### src/rtl/des_dec_key_schedule.sv
// DES key schedule in decryption order: emits K16..K1, one subkey per valid/ready
// handshake, by right-rotating C/D from the PC-1 image instead of storing all 16 keys.
module des_dec_key_schedule #(
  parameter bit PARITY_CHECK = 1'b0
) (
  input  logic        clk,
  input  logic        rst,
  input  logic        start,
  input  logic [63:0] key_in,
  output logic [47:0] subkey,
  output logic        subkey_valid,
  input  logic        subkey_ready,
  output logic [3:0]  round,
  output logic        busy,
  output logic        done,
  output logic        parity_err
);

  typedef enum logic {S_IDLE, S_EMIT} state_t;

  // Tables use FIPS numbering: entry n selects input bit n, where bit 1 is the MSB.
  localparam int unsigned PC1_T [56] = '{
    57, 49, 41, 33, 25, 17,  9,  1, 58, 50, 42, 34, 26, 18,
    10,  2, 59, 51, 43, 35, 27, 19, 11,  3, 60, 52, 44, 36,
    63, 55, 47, 39, 31, 23, 15,  7, 62, 54, 46, 38, 30, 22,
    14,  6, 61, 53, 45, 37, 29, 21, 13,  5, 28, 20, 12,  4
  };

  localparam int unsigned PC2_T [48] = '{
    14, 17, 11, 24,  1,  5,  3, 28, 15,  6, 21, 10,
    23, 19, 12,  4, 26,  8, 16,  7, 27, 20, 13,  2,
    41, 52, 31, 37, 47, 55, 30, 40, 51, 45, 33, 48,
    44, 49, 39, 56, 34, 53, 46, 42, 50, 36, 29, 32
  };

  function automatic logic [55:0] f_pc1(input logic [63:0] k);
    logic [55:0] r;
    r = '0;
    for (int unsigned i = 0; i < 56; i++) begin
      r[6'(55 - i)] = k[6'(64 - PC1_T[i])];
    end
    return r;
  endfunction

  function automatic logic [47:0] f_pc2(input logic [55:0] cd);
    logic [47:0] r;
    r = '0;
    for (int unsigned i = 0; i < 48; i++) begin
      r[6'(47 - i)] = cd[6'(56 - PC2_T[i])];
    end
    return r;
  endfunction

  // A key byte is bad when its eight bits (parity LSB included) have even parity.
  function automatic logic f_parity_bad(input logic [63:0] k);
    logic [63:0] t;
    logic        bad;
    t   = k;
    bad = 1'b0;
    for (int unsigned b = 0; b < 8; b++) begin
      bad = bad | ~(^t[7:0]);
      t   = t >> 8;
    end
    return bad;
  endfunction

  function automatic logic [27:0] f_rotr(input logic [27:0] x, input logic [1:0] n);
    logic [27:0] r;
    case (n)
      2'd1:    r = {x[0], x[27:1]};
      2'd2:    r = {x[1:0], x[27:2]};
      default: r = x;
    endcase
    return r;
  endfunction

  state_t      r_state;
  logic [27:0] r_c;
  logic [27:0] r_d;
  logic [3:0]  r_round;
  logic        r_done;
  logic        r_parity_err;

  logic [3:0]  w_next_round;
  logic [1:0]  w_rsh;
  logic [55:0] w_pc1;

  assign w_next_round = r_round + 4'd1;
  assign w_pc1        = f_pc1(key_in);

  // Right-shift amount for the step into round w_next_round (RSH[1..15]).
  always_comb begin
    w_rsh = 2'd2;
    if (w_next_round == 4'd1 || w_next_round == 4'd8 || w_next_round == 4'd15) begin
      w_rsh = 2'd1;
    end
  end

  always_ff @(posedge clk or posedge rst) begin
    if (rst) begin
      r_state      <= S_IDLE;
      r_c          <= '0;
      r_d          <= '0;
      r_round      <= '0;
      r_done       <= 1'b0;
      r_parity_err <= 1'b0;
    end else begin
      r_done <= 1'b0;
      case (r_state)
        S_IDLE: begin
          if (start) begin
            r_c          <= w_pc1[55:28];
            r_d          <= w_pc1[27:0];
            r_round      <= '0;
            r_parity_err <= PARITY_CHECK ? f_parity_bad(key_in) : 1'b0;
            r_state      <= S_EMIT;
          end
        end
        S_EMIT: begin
          if (subkey_ready) begin
            if (r_round == 4'd15) begin
              r_state <= S_IDLE;
              r_done  <= 1'b1;
            end else begin
              r_c     <= f_rotr(r_c, w_rsh);
              r_d     <= f_rotr(r_d, w_rsh);
              r_round <= w_next_round;
            end
          end
        end
        default: r_state <= S_IDLE;
      endcase
    end
  end

  assign subkey       = f_pc2({r_c, r_d});
  assign subkey_valid = (r_state == S_EMIT);
  assign busy         = (r_state == S_EMIT);
  assign round        = r_round;
  assign done         = r_done;
  assign parity_err   = r_parity_err;

endmodule
### config.mk
export PLATFORM = sky130hd
export DESIGN_NAME = des_dec_key_schedule
export DESIGN_NICKNAME = d
export VERILOG_FILES = /design/src/rtl/des_dec_key_schedule.sv
export SDC_FILE = /design/constraint.sdc
export NUM_CORES = 1
export LEC_CHECK = 0
export ABC_AREA = 0
export CAP_MARGIN = 20
export CORE_MARGIN = 1.5
export CORE_UTILIZATION = 53
export DETAILED_ROUTE_END_ITERATION = 8
export PLACE_DENSITY = 0.85
export SLEW_MARGIN = 20
export SYNTH_ARGS = -nofsm -noshare
export SYNTH_HDL_FRONTEND = slang
export SYNTH_SLANG_ARGS = --single-unit
export TNS_END_PERCENT = 20
### constraint.sdc
create_clock -name clk -period 4.9 [get_ports clk]
set_input_delay 0.49 -clock clk [delete_from_list [all_inputs] [get_ports clk]]
set_output_delay 0.49 -clock clk [all_outputs]
set_load 0.01 [all_outputs]
==> impl_metrics.tcl <==
set metrics [dict create \
    cts_tree "done" \
    clock_path_buffers 2 \
    total_nets_after_synthesis 608 \
    ys.flop_type "dfrtp_1" \
    global_route_wire_length_before_repair_um 16500 \
    netlist-cell-type-count 36 \
    max_clock_freq_mhz 347 \
    antenna_violations_before_repair 0 \
    clkTransAtPathRegs_ns 0.07 \
    setup_violations 0 \
    fillers 686 \
    dpl.cell_count 661 \
    avgViaCountPerCell 5.60 \
    hold_buffers 0 \
    firstDrtPassIters 4 \
    synth_sequential_area_ratio 0.349 \
    post_drt_wl_per_cell_um 15.0 \
    post_dp_cell_area_um2 5140 \
    critical_path.slowest_cell "a21oi_4" \
    io-pin-count 124 \
    cts-buffers-inserted 9 \
    grt_pass1_vias 3511 \
    clk_latency_ns 0.33 \
    hold_path_startpoint "r_d[18]$_DFFE_PP0P_" \
    cts_num_sinks 62 \
    antenna_violating_nets_left 0 \
    critPathArrivalTime_ns 3.09 \
    post-route-min-period_ns 2.88 \
    worstMarginPinSlew_ns 1.11 \
    rrSetupSlack_ns 2.02 \
    critical_path_peak_fanout 48 \
    design.final.nets 638 \
    synth_top_cell_area_share 0.349 \
    critical_path.cell_chain "ha_1 > nand3_2 > a21oi_4 > buf_4 > nor3b_1 > a221oi_1 > nand2_1" \
    crit_path_max_incr_delay_ns 0.73 \
    pre_cts_slack_ns 1.98 \
    synth.top_cells.by_count "62 x dfrtp_1, 59 x nand3_1, 58 x nand2_1, 56 x buf_4, 56 x nor3b_1" \
    postSynth.asyncResetShare 1.00 \
    holdPathStages 2 \
    grt_start_max_net_pins 112 \
    die_y_um 94.6 \
    cts.htree.levels 3 \
    cts_root_buffer "clkbuf_8" \
    cts_resized 0 \
    place_hpwl_um 6440 \
    final_min_period_over_clock_period 0.588 \
    final.setup_skew_ns 0.0102 \
    synth.avg_cell_area_um2 8.29 \
    synthCells 537 \
    fin_tns_setup_ns 0 \
    power-per-cell-area_nw_per_um2 360 \
    hold_path_class "flop to flop" \
    groute.usage.overall 0.231 \
    detail_route.drc_violations 0 \
    finalHoldViolCount 0 \
    num_vias 3794 \
    layout.cells.non_filler 677 \
    timing.final.max_slew_violations 0 \
    totalWireLength_um 10100 \
    initial_utilization 0.544 \
    worst_slew_margin 0.260 \
    placeableCoreArea_um2 8180 \
    netlist_area_um2 4450 \
    die_area_um2 8960 \
    layout_cells_sized_above_1 0.0542 \
    hold-path-endpoint "r_d[18]$_DFFE_PP0P_" \
    synth.top_cells.by_area "dfrtp_1 35%, buf_4 9.4%, nor3b_1 9.4%, o21bai_1 9.3%, or3_1 7.6%" \
    gp_congestion 0.778 \
    outcome "finished, final reports clean" \
    reg2reg_to "r_c[7]$_DFFE_PP0P_" \
    rows 33 \
    cap_violations 0 \
    post-cts-setup-buffer-count 0 \
    finish.instance_area_um2 5350 \
    die_width_um 94.6 \
    synthesis.yosys.warnings 0 \
    critPathKind "flop to flop" \
    timing.critical_path.required_ns 5.11 \
    area_delta_synth_final_pct 20.3 \
    worst_slack_ns 2.02 \
    diodes 0 \
    synth_area_leader_cell "dfrtp_1" \
    io_buffer_count 114 \
    startpoint_type "flop" \
    leakagePower_nw 2.55 \
    grt.overflow.total 0 \
    rr_worst_depth 7 \
    endpoint_kind "flop" \
    r2r_start "round[1]$_DFFE_PP0P_" \
    ys_ff_latch 62 \
    synth_enable_flop_cells 0 \
    maximum_vdd_drop_mv 0.225 \
    drtIter0Drc 189 \
    yosys.cell_count.top_type "dfrtp_1" \
    grt_setup_unrepaired "false" \
]
[worst max-delay path, delay by kind of cell, from the launching register on]
family,cells,cell delay [ns]
DFF,1,0.51
adders and majority gates,1,0.38
buffers and inverters,1,0.53
and+or+nand+nor,3,0.36
AOI/OAI and AO/OA,2,0.95
[through the flow]
step / util / hold slack, ns / power (mW)
floorplan: - / 0.463 / 1.27
global placement: 0.628 / 0.477 / 1.42
detailed placement: 0.628 / 0.484 / 1.44
CTS: 0.655 / 0.498 / 1.94
global route: 0.655 / 0.527 / 2.05
finish: 0.655 / 0.499 / 1.93
[layout make-up]
type,count,area (um2),area share
multi-input cells,371,2250,0.420
flip-flops and latches,62,1550,0.290
repair buffers,119,1190,0.223
clock buffers,12,145,0.0271
well taps,105,131,0.0245
clock inverters,4,70.1,0.0131
inverters,4,15.0,0.00281
[layout by cell type, fill, tap and decap left out, types with 2 or more instances in the layout]
| cell | n |
|---|---|
| nand3_1 | 59 |
| clkinv_2 | 2 |
| a22o_1 | 2 |
| clkbuf_1 | 2 |
| dfrtp_1 | 61 |
| or3_1 | 54 |
| o21bai_1 | 55 |
| a21oi_2 | 2 |
| clkdlybuf4s50_1 | 114 |
| nand2_1 | 58 |
| clkbuf_8 | 10 |
| inv_1 | 3 |
| o21ai_0 | 2 |
| nor3b_1 | 56 |
| ha_1 | 3 |
| bufinv_16 | 2 |
| a21oi_1 | 55 |
| nor2_1 | 6 |
| buf_4 | 4 |
[cells by family (layout without fill, tap and decap cells)]
family	Yosys count	count (layout)	share of synthesized area
AO/OA/AOI/OAI	121	121	0.181
XOR/XNOR	1	1	0.00197
adder cells (fa/ha/maj)	3	3	0.00843
buffers and inverters	104	139	0.147
flip-flops	62	62	0.349
multiplexers	2	2	0.00478
other	1	1	0.000843
AND/OR/NAND/NOR	243	243	0.307
[metal layers]
| layer | track usage | share of wire | wire length [um] | up-vias |
|---|---|---|---|---|
| met5 | 0 | 0 | 0 | - |
| met4 | 0.0759 | 0.0093 | 94 | 0 |
| met3 | 0.0435 | 0.048 | 483 | 6 |
| met2 | 0.374 | 0.48 | 4910 | 91 |
| met1 | 0.311 | 0.46 | 4660 | 1799 |
| li1 | - | - | - | 1898 |
[state kept, by name (all words and copies together), names as in the netlist]
register,count
done,1
r_c,28
round,4
r_d,28
busy,1
[report_power, final]
group	switching (mW)	internal [mW]	leakage [nW]
registers	0.103	0.606	0.834
logic	0.384	0.338	1.60
clock network	0.196	0.299	0.110
[how the worst max path moves through the flow]
stage	start	endpoint	cells after the start
2_1_floorplan	rst	busy$_DFF_PP0_	1
3_3_place_gp	subkey_ready	r_c[7]$_DFFE_PP0P_	7
3_5_place_dp	round[1]$_DFFE_PP0P_	r_c[7]$_DFFE_PP0P_	7
4_1_cts	round[1]$_DFFE_PP0P_	r_c[7]$_DFFE_PP0P_	7
5_1_grt	round[1]$_DFFE_PP0P_	r_c[7]$_DFFE_PP0P_	7
6_report	round[1]$_DFFE_PP0P_	r_c[7]$_DFFE_PP0P_	7
No activity file was read; power rests on OpenSTA's default activity.
